==> config.mk <==
export PLATFORM = sky130hd
export DESIGN_NAME = piso_shifter
export DESIGN_NICKNAME = d
export VERILOG_FILES = /design/src/rtl/base_components_pkg.sv /design/src/rtl/piso_bit_counter.sv /design/src/rtl/piso_shifter.sv
export SDC_FILE = /design/constraint.sdc
export NUM_CORES = 1
export LEC_CHECK = 0
export ABC_AREA = 1
export CAP_MARGIN = 15
export CORE_MARGIN = 4
export CORE_UTILIZATION = 46
export DETAILED_ROUTE_END_ITERATION = 16
export PLACE_DENSITY = 0.82
export SLEW_MARGIN = 40
export SYNTH_ARGS = -nofsm -noshare
export SYNTH_HDL_FRONTEND = slang
export SYNTH_SLANG_ARGS = --single-unit
==> constraint.sdc <==
create_clock -name clkIn -period 1.7 [get_ports clkIn]
set_input_delay 0.34 -clock clkIn [delete_from_list [all_inputs] [get_ports clkIn]]
set_output_delay 0.34 -clock clkIn [all_outputs]
set_load 0.02 [all_outputs]
==> src/rtl/base_components_pkg.sv <==
// Shared definitions for the base_components serial blocks: FSM state encoding
// and the bit-counter width helper.
package base_components_pkg;

    typedef enum logic {
        ST_IDLE  = 1'b0,
        ST_SHIFT = 1'b1
    } pisoState_t;

    // One spare code above the longest frame (data plus optional parity bit).
    function automatic int countWidth(input int width);
        return $clog2(width + 2);
    endfunction

endpackage

==> src/rtl/piso_bit_counter.sv <==
// Enabled up-counter with synchronous clear and load. It stops at LAST, never
// wraps, and flags LAST on tcOut.
module piso_bit_counter
    import base_components_pkg::*;
#(
    parameter int COUNT_W = 4,
    parameter int LAST    = 7
) (
    input  logic               clkIn,
    input  logic               rstIn,
    input  logic               enIn,
    input  logic               clrIn,
    input  logic               loadIn,
    input  logic [COUNT_W-1:0] loadValIn,
    output logic [COUNT_W-1:0] countOut,
    output logic               tcOut
);

    logic [COUNT_W-1:0] count;

    always_ff @(posedge clkIn) begin
        if (rstIn) begin
            count <= '0;
        end else if (enIn) begin
            if (clrIn)
                count <= '0;
            else if (loadIn)
                count <= loadValIn;
            else if (count != COUNT_W'(LAST))
                count <= count + COUNT_W'(1);
        end
    end

    assign countOut = count;
    assign tcOut    = (count == COUNT_W'(LAST));

endmodule

==> src/rtl/piso_shifter.sv <==
// Parallel-in/serial-out shifter with valid/ready load and true/complement serial
// outputs. Define PISO_PARITY_EN to append an even-parity bit to every word.
module piso_shifter
    import base_components_pkg::*;
#(
    parameter int   WIDTH      = 8,
    parameter bit   MSB_FIRST  = 1'b1,
    parameter logic IDLE_LEVEL = 1'b0
) (
    input  logic             clkIn,
    input  logic             rstIn,
    input  logic             enIn,
    input  logic             loadValidIn,
    output logic             loadReadyOut,
    input  logic [WIDTH-1:0] dataIn,
    output logic             serialOut,
    output logic             serialNotOut,
    output logic             validOut,
    output logic             lastOut,
    output logic             busyOut
);

    localparam int COUNT_W = countWidth(WIDTH);
`ifdef PISO_PARITY_EN
    localparam int FRAME_LEN = WIDTH + 1;
`else
    localparam int FRAME_LEN = WIDTH;
`endif

    pisoState_t         state;
    pisoState_t         stateNext;
    logic [WIDTH-1:0]   shiftReg;
    logic [COUNT_W-1:0] count;
    logic [COUNT_W-1:0] nextIdx;
    logic               termCount;
    logic               lastBit;
    logic               accept;
    logic               nextBit;
    logic               serialReg;
    logic               serialNotReg;

    // Bit of word w that goes out in frame position idx (data positions only).
    function automatic logic bitAt(input logic [WIDTH-1:0] w, input logic [COUNT_W-1:0] idx);
        logic [WIDTH-1:0] moved;
        if (MSB_FIRST) begin
            moved = w << idx;
            return moved[WIDTH-1];
        end else begin
            moved = w >> idx;
            return moved[0];
        end
    endfunction

    assign lastBit      = (state == ST_SHIFT) && termCount;
    assign loadReadyOut = enIn && ((state == ST_IDLE) || lastBit);
    assign accept       = loadValidIn && loadReadyOut;
    assign nextIdx      = count + COUNT_W'(1);

    piso_bit_counter #(
        .COUNT_W (COUNT_W),
        .LAST    (FRAME_LEN - 1)
    ) bitCounter (
        .clkIn     (clkIn),
        .rstIn     (rstIn),
        .enIn      (enIn),
        .clrIn     (stateNext == ST_IDLE),
        .loadIn    (accept),
        .loadValIn ('0),
        .countOut  (count),
        .tcOut     (termCount)
    );

    always_ff @(posedge clkIn) begin
        if (rstIn)
            state <= ST_IDLE;
        else if (enIn)
            state <= stateNext;
    end

    // A load on the last bit chains straight into the next word with no gap.
    always_comb begin
        stateNext = state;
        case (state)
            ST_IDLE:  if (accept) stateNext = ST_SHIFT;
            ST_SHIFT: if (lastBit && !accept) stateNext = ST_IDLE;
        endcase
    end

    always_comb begin
        nextBit = IDLE_LEVEL;
        if (accept) begin
            nextBit = bitAt(dataIn, '0);
        end else if ((state == ST_SHIFT) && !lastBit) begin
`ifdef PISO_PARITY_EN
            if (nextIdx == COUNT_W'(WIDTH))
                nextBit = ^shiftReg;
            else
                nextBit = bitAt(shiftReg, nextIdx);
`else
            nextBit = bitAt(shiftReg, nextIdx);
`endif
        end
    end

    always_ff @(posedge clkIn) begin
        if (rstIn) begin
            shiftReg     <= '0;
            serialReg    <= IDLE_LEVEL;
            serialNotReg <= ~IDLE_LEVEL;
        end else if (enIn) begin
            if (accept)
                shiftReg <= dataIn;
            serialReg    <= nextBit;
            serialNotReg <= ~nextBit;
        end
    end

    assign serialOut    = serialReg;
    assign serialNotOut = serialNotReg;
    assign validOut     = (state == ST_SHIFT);
    assign busyOut      = (state == ST_SHIFT);
    assign lastOut      = lastBit;

endmodule
==> insert_results.sql <==
INSERT INTO impl_metrics (metric_group, metric, value, unit) VALUES
('run_status', 'outcome', 'complete, no violations', ''),
('power', 'comb_power_share', '0.191', ''),
('route', 'detailedRoute.firstIterationViolations', '33', ''),
('cells_and_area', 'final_common_cell', 'sky130_fd_sc_hd__nand2_1', ''),
('floorplanning', 'core_area', '0.00138', 'mm^2'),
('clock_network', 'cts_max_level', '1', ''),
('synthesis', 'synthesis.instances', '100', ''),
('route', 'routed-via-count', '734', ''),
('power', 'peakVddDrop', '0.511', 'mV'),
('setup_path', 'data_arrival_at_the_endpoint_of_the_critical_path', '1.32', 'ns'),
('grt', 'initial_antenna_violation_count', '0', ''),
('synthesis', 'syn_nets', '113', ''),
('power', 'design_power_total', '720', 'uW'),
('placed_design', 'dpl.hpwl', '1190', 'um'),
('synthesis', 'compound_gate_fraction_of_synth_area', '0.123', ''),
('sta', 'timing.final.crit_share', '0.976', ''),
('cells_and_area', 'final_area', '971', 'um^2'),
('power', 'p_sw', '197', 'uW'),
('worst_hold_path', 'class_of_the_tightest_hold_or_removal_check', 'register to register', ''),
('setup_path', 'worst-path-max-fanout', '2', ''),
('cells_and_area', 'n_antenna_cell', '0', ''),
('run', 'cap_violations', '0', ''),
('route', 'route.detailed.wl_per_inst', '12.2', 'um'),
('power', 'power_switching_share', '0.273', ''),
('clock_network', 'cts_inserted_buffers', '3', ''),
('setup_path', 'crit_path_start_kind', 'register', ''),
('sta', 'timing_hold_violations_final', '0', ''),
('synthesis', 'distinct_cells_synth', '19', ''),
('clock_network', 'source_to_sink_clock_delay_at_the_later_pin_of_the_worst_skew_pair', '0.29', 'ns'),
('grt', 'grt_start_max_net_pins', '11', ''),
('synthesis', 'synthesis.area_per_instance', '7.12', 'um^2'),
('setup_path', 'crit_type', 'register to output pin', ''),
('grt', 'global_route.usage.total', '0.166', ''),
('clock_network', 'cts.sinks', '15', ''),
('synthesis', 'post_synth_xor_area_fraction', '0.0123', ''),
('placed_design', 'post_dp_cell_area', '932', 'um^2'),
('synthesis', 'synth_top_family_by_area', 'simple AND/OR/NAND/NOR gates', ''),
('setup_path', 'worst_ep_required_time', '1.36', 'ns'),
('power', 'intPower', '523', 'uW'),
('power', 'power.clock.fraction', '0.289', ''),
('grt', 'globalRouteMet3Util', '0.0345', ''),
('grt', 'overflow', '0', ''),
('placed_design', 'gp_routability_congestion', '0.830', ''),
('synthesis', 'synth.cell_area', '712', 'um^2'),
('grt', 'global_route.peak_usage_layer', 'met2', ''),
('setup_path', 'endpoint_kind', 'output pin', ''),
('grt', 'first_global_vias', '637', ''),
('sta', 'final.setup_skew', '0.00422', 'ns'),
('floorplanning', 'placementRows', '13', ''),
('cells_and_area', 'most_used_cells_in_the_layout_excluding_fill_and_tap_cells', '30 x sky130_fd_sc_hd__nand2_1, 16 x sky130_fd_sc_hd__nand3_1, 14 x sky130_fd_sc_hd__dfxtp_1', ''),
('sta', 'max_freq', '603', 'MHz'),
('synthesis', 'synth-simple-area-share', '0.341', ''),
('clock_network', 'postCtsSetupBuffers', '0', ''),
('placed_design', 'io_buffers', '17', ''),
('sta', 'final_max_slew_viol_count', '0', ''),
('power', 'p_seq_frac', '0.520', ''),
('synthesis', 'synth_mux_area_frac', '0', ''),
('synthesis', 'seq_area_frac_synth', '0.422', ''),
('route', 'routed_wl', '1690', 'um'),
('cells_and_area', 'fin_util', '0.702', ''),
('route', 'vias_per_cell', '5.28', ''),
('power', 'static-leakage-power', '0.000419', 'uW'),
('route', 'drc_errors', '0', ''),
('sta', 'slew-limit-headroom', '0.717', ''),
('grt', 'global_route.usage.met1', '0.193', ''),
('synthesis', 'synthAdderAreaFrac', '0.0176', ''),
('clock_network', 'clock_tree_from_tritoncts', 'done', ''),
('floorplanning', 'floorplan.die_area', '0.00224', 'mm^2'),
('clock_network', 'clk_path_buf_depth', '2', ''),
('sta', 'timing_worst_slew_pin_value', '0.423', 'ns'),
('cells_and_area', 'final_nets', '138', '');
[sequential cells by signal (all words and copies together), names as in the netlist]
signal / count
serialNotOut: 1
bitCounter.countOut: 4
busyOut: 1
serialOut: 1
shiftReg: 8
[routing by layer]
layer  routed length (um)  share of wire
met5                    0              0
met4                   26          0.015
met2                  811           0.48
met3                  105          0.062
met1                  746           0.44
[synth_stat cells (all sizes together)]
cell type / number / area, um^2
a21oi: 12 / 63.8
o21a: 1 / 7.51
nand4: 1 / 6.26
dfxtp: 15 / 300
buf: 3 / 17.5
inv: 8 / 30.0
clkbuf: 1 / 3.75
o221ai: 1 / 8.76
nor2: 4 / 15.0
xor2: 1 / 8.76
clkinv: 1 / 8.76
ha: 1 / 12.5
a22oi: 1 / 7.51
nand2: 33 / 131
nand3: 17 / 90.1
[critical path, cell delays in order (launching register included)]
cell and delay (ns):
sky130_fd_sc_hd__dfxtp_1 0.35, sky130_fd_sc_hd__ha_2 0.20, sky130_fd_sc_hd__nand3_1 0.12, sky130_fd_sc_hd__nor2_1 0.11, sky130_fd_sc_hd__clkdlybuf4s15_2 0.26
[path summary, 6_finish.rpt]
kind / from / end / depth (start not counted)
worst min register to register: shiftReg[1]$_SDFFE_PP0P_ / shiftReg[1]$_SDFFE_PP0P_ / 2
worst max register to register: bitCounter.countOut[0]$_SDFFE_PP0P_ / shiftReg[7]$_SDFFE_PP0P_ / 9
worst max-delay path: bitCounter.countOut[0]$_SDFFE_PP0P_ / lastOut / 4
worst min-delay path: shiftReg[1]$_SDFFE_PP0P_ / shiftReg[1]$_SDFFE_PP0P_ / 2
[power by group through the flow]
stage	registers [uW]	clock network (uW)	logic, uW
after floorplan	386	0	67.9
after global placement	382	0	133
after detailed placement	382	0	135
after CTS	374	211	135
after global routing	376	221	150
final	375	208	138
[area by class of cell]
cell class / instances / area (um^2)
clock buffers: 4 / 26.3
flip-flops and latches: 15 / 302
repair buffers: 24 / 226
well taps: 15 / 18.8
multi-input cells: 72 / 359
fillers: 115 / 412
inverters: 9 / 38.8
[logic make-up after synthesis]
group | after synthesis
flops | 15
xor+xnor | 1
fa+ha+maj | 1
simple gates | 55
buf+inv | 13
compound gates | 15
[stage by stage]
stage / setup TNS (ns) / setup WS, ns / std cells
4_1_cts: 0 / 0.0243 / 139
6_report: 0 / 0.0409 / 139
5_1_grt: -0.0468 / -0.0362 / 139
3_5_place_dp: -0.230 / -0.230 / 135
3_3_place_gp: -0.208 / -0.208 / 135
2_1_floorplan: 0 / 0.429 / 100
[repair_timing]
item	in CTS	in global routing
gates resized for setup	7	6
pin swaps	0	1
hold buffers	0	0
cloned	0	0
setup endpoints to repair	2	4
Power figures use the tool's default switching activity.
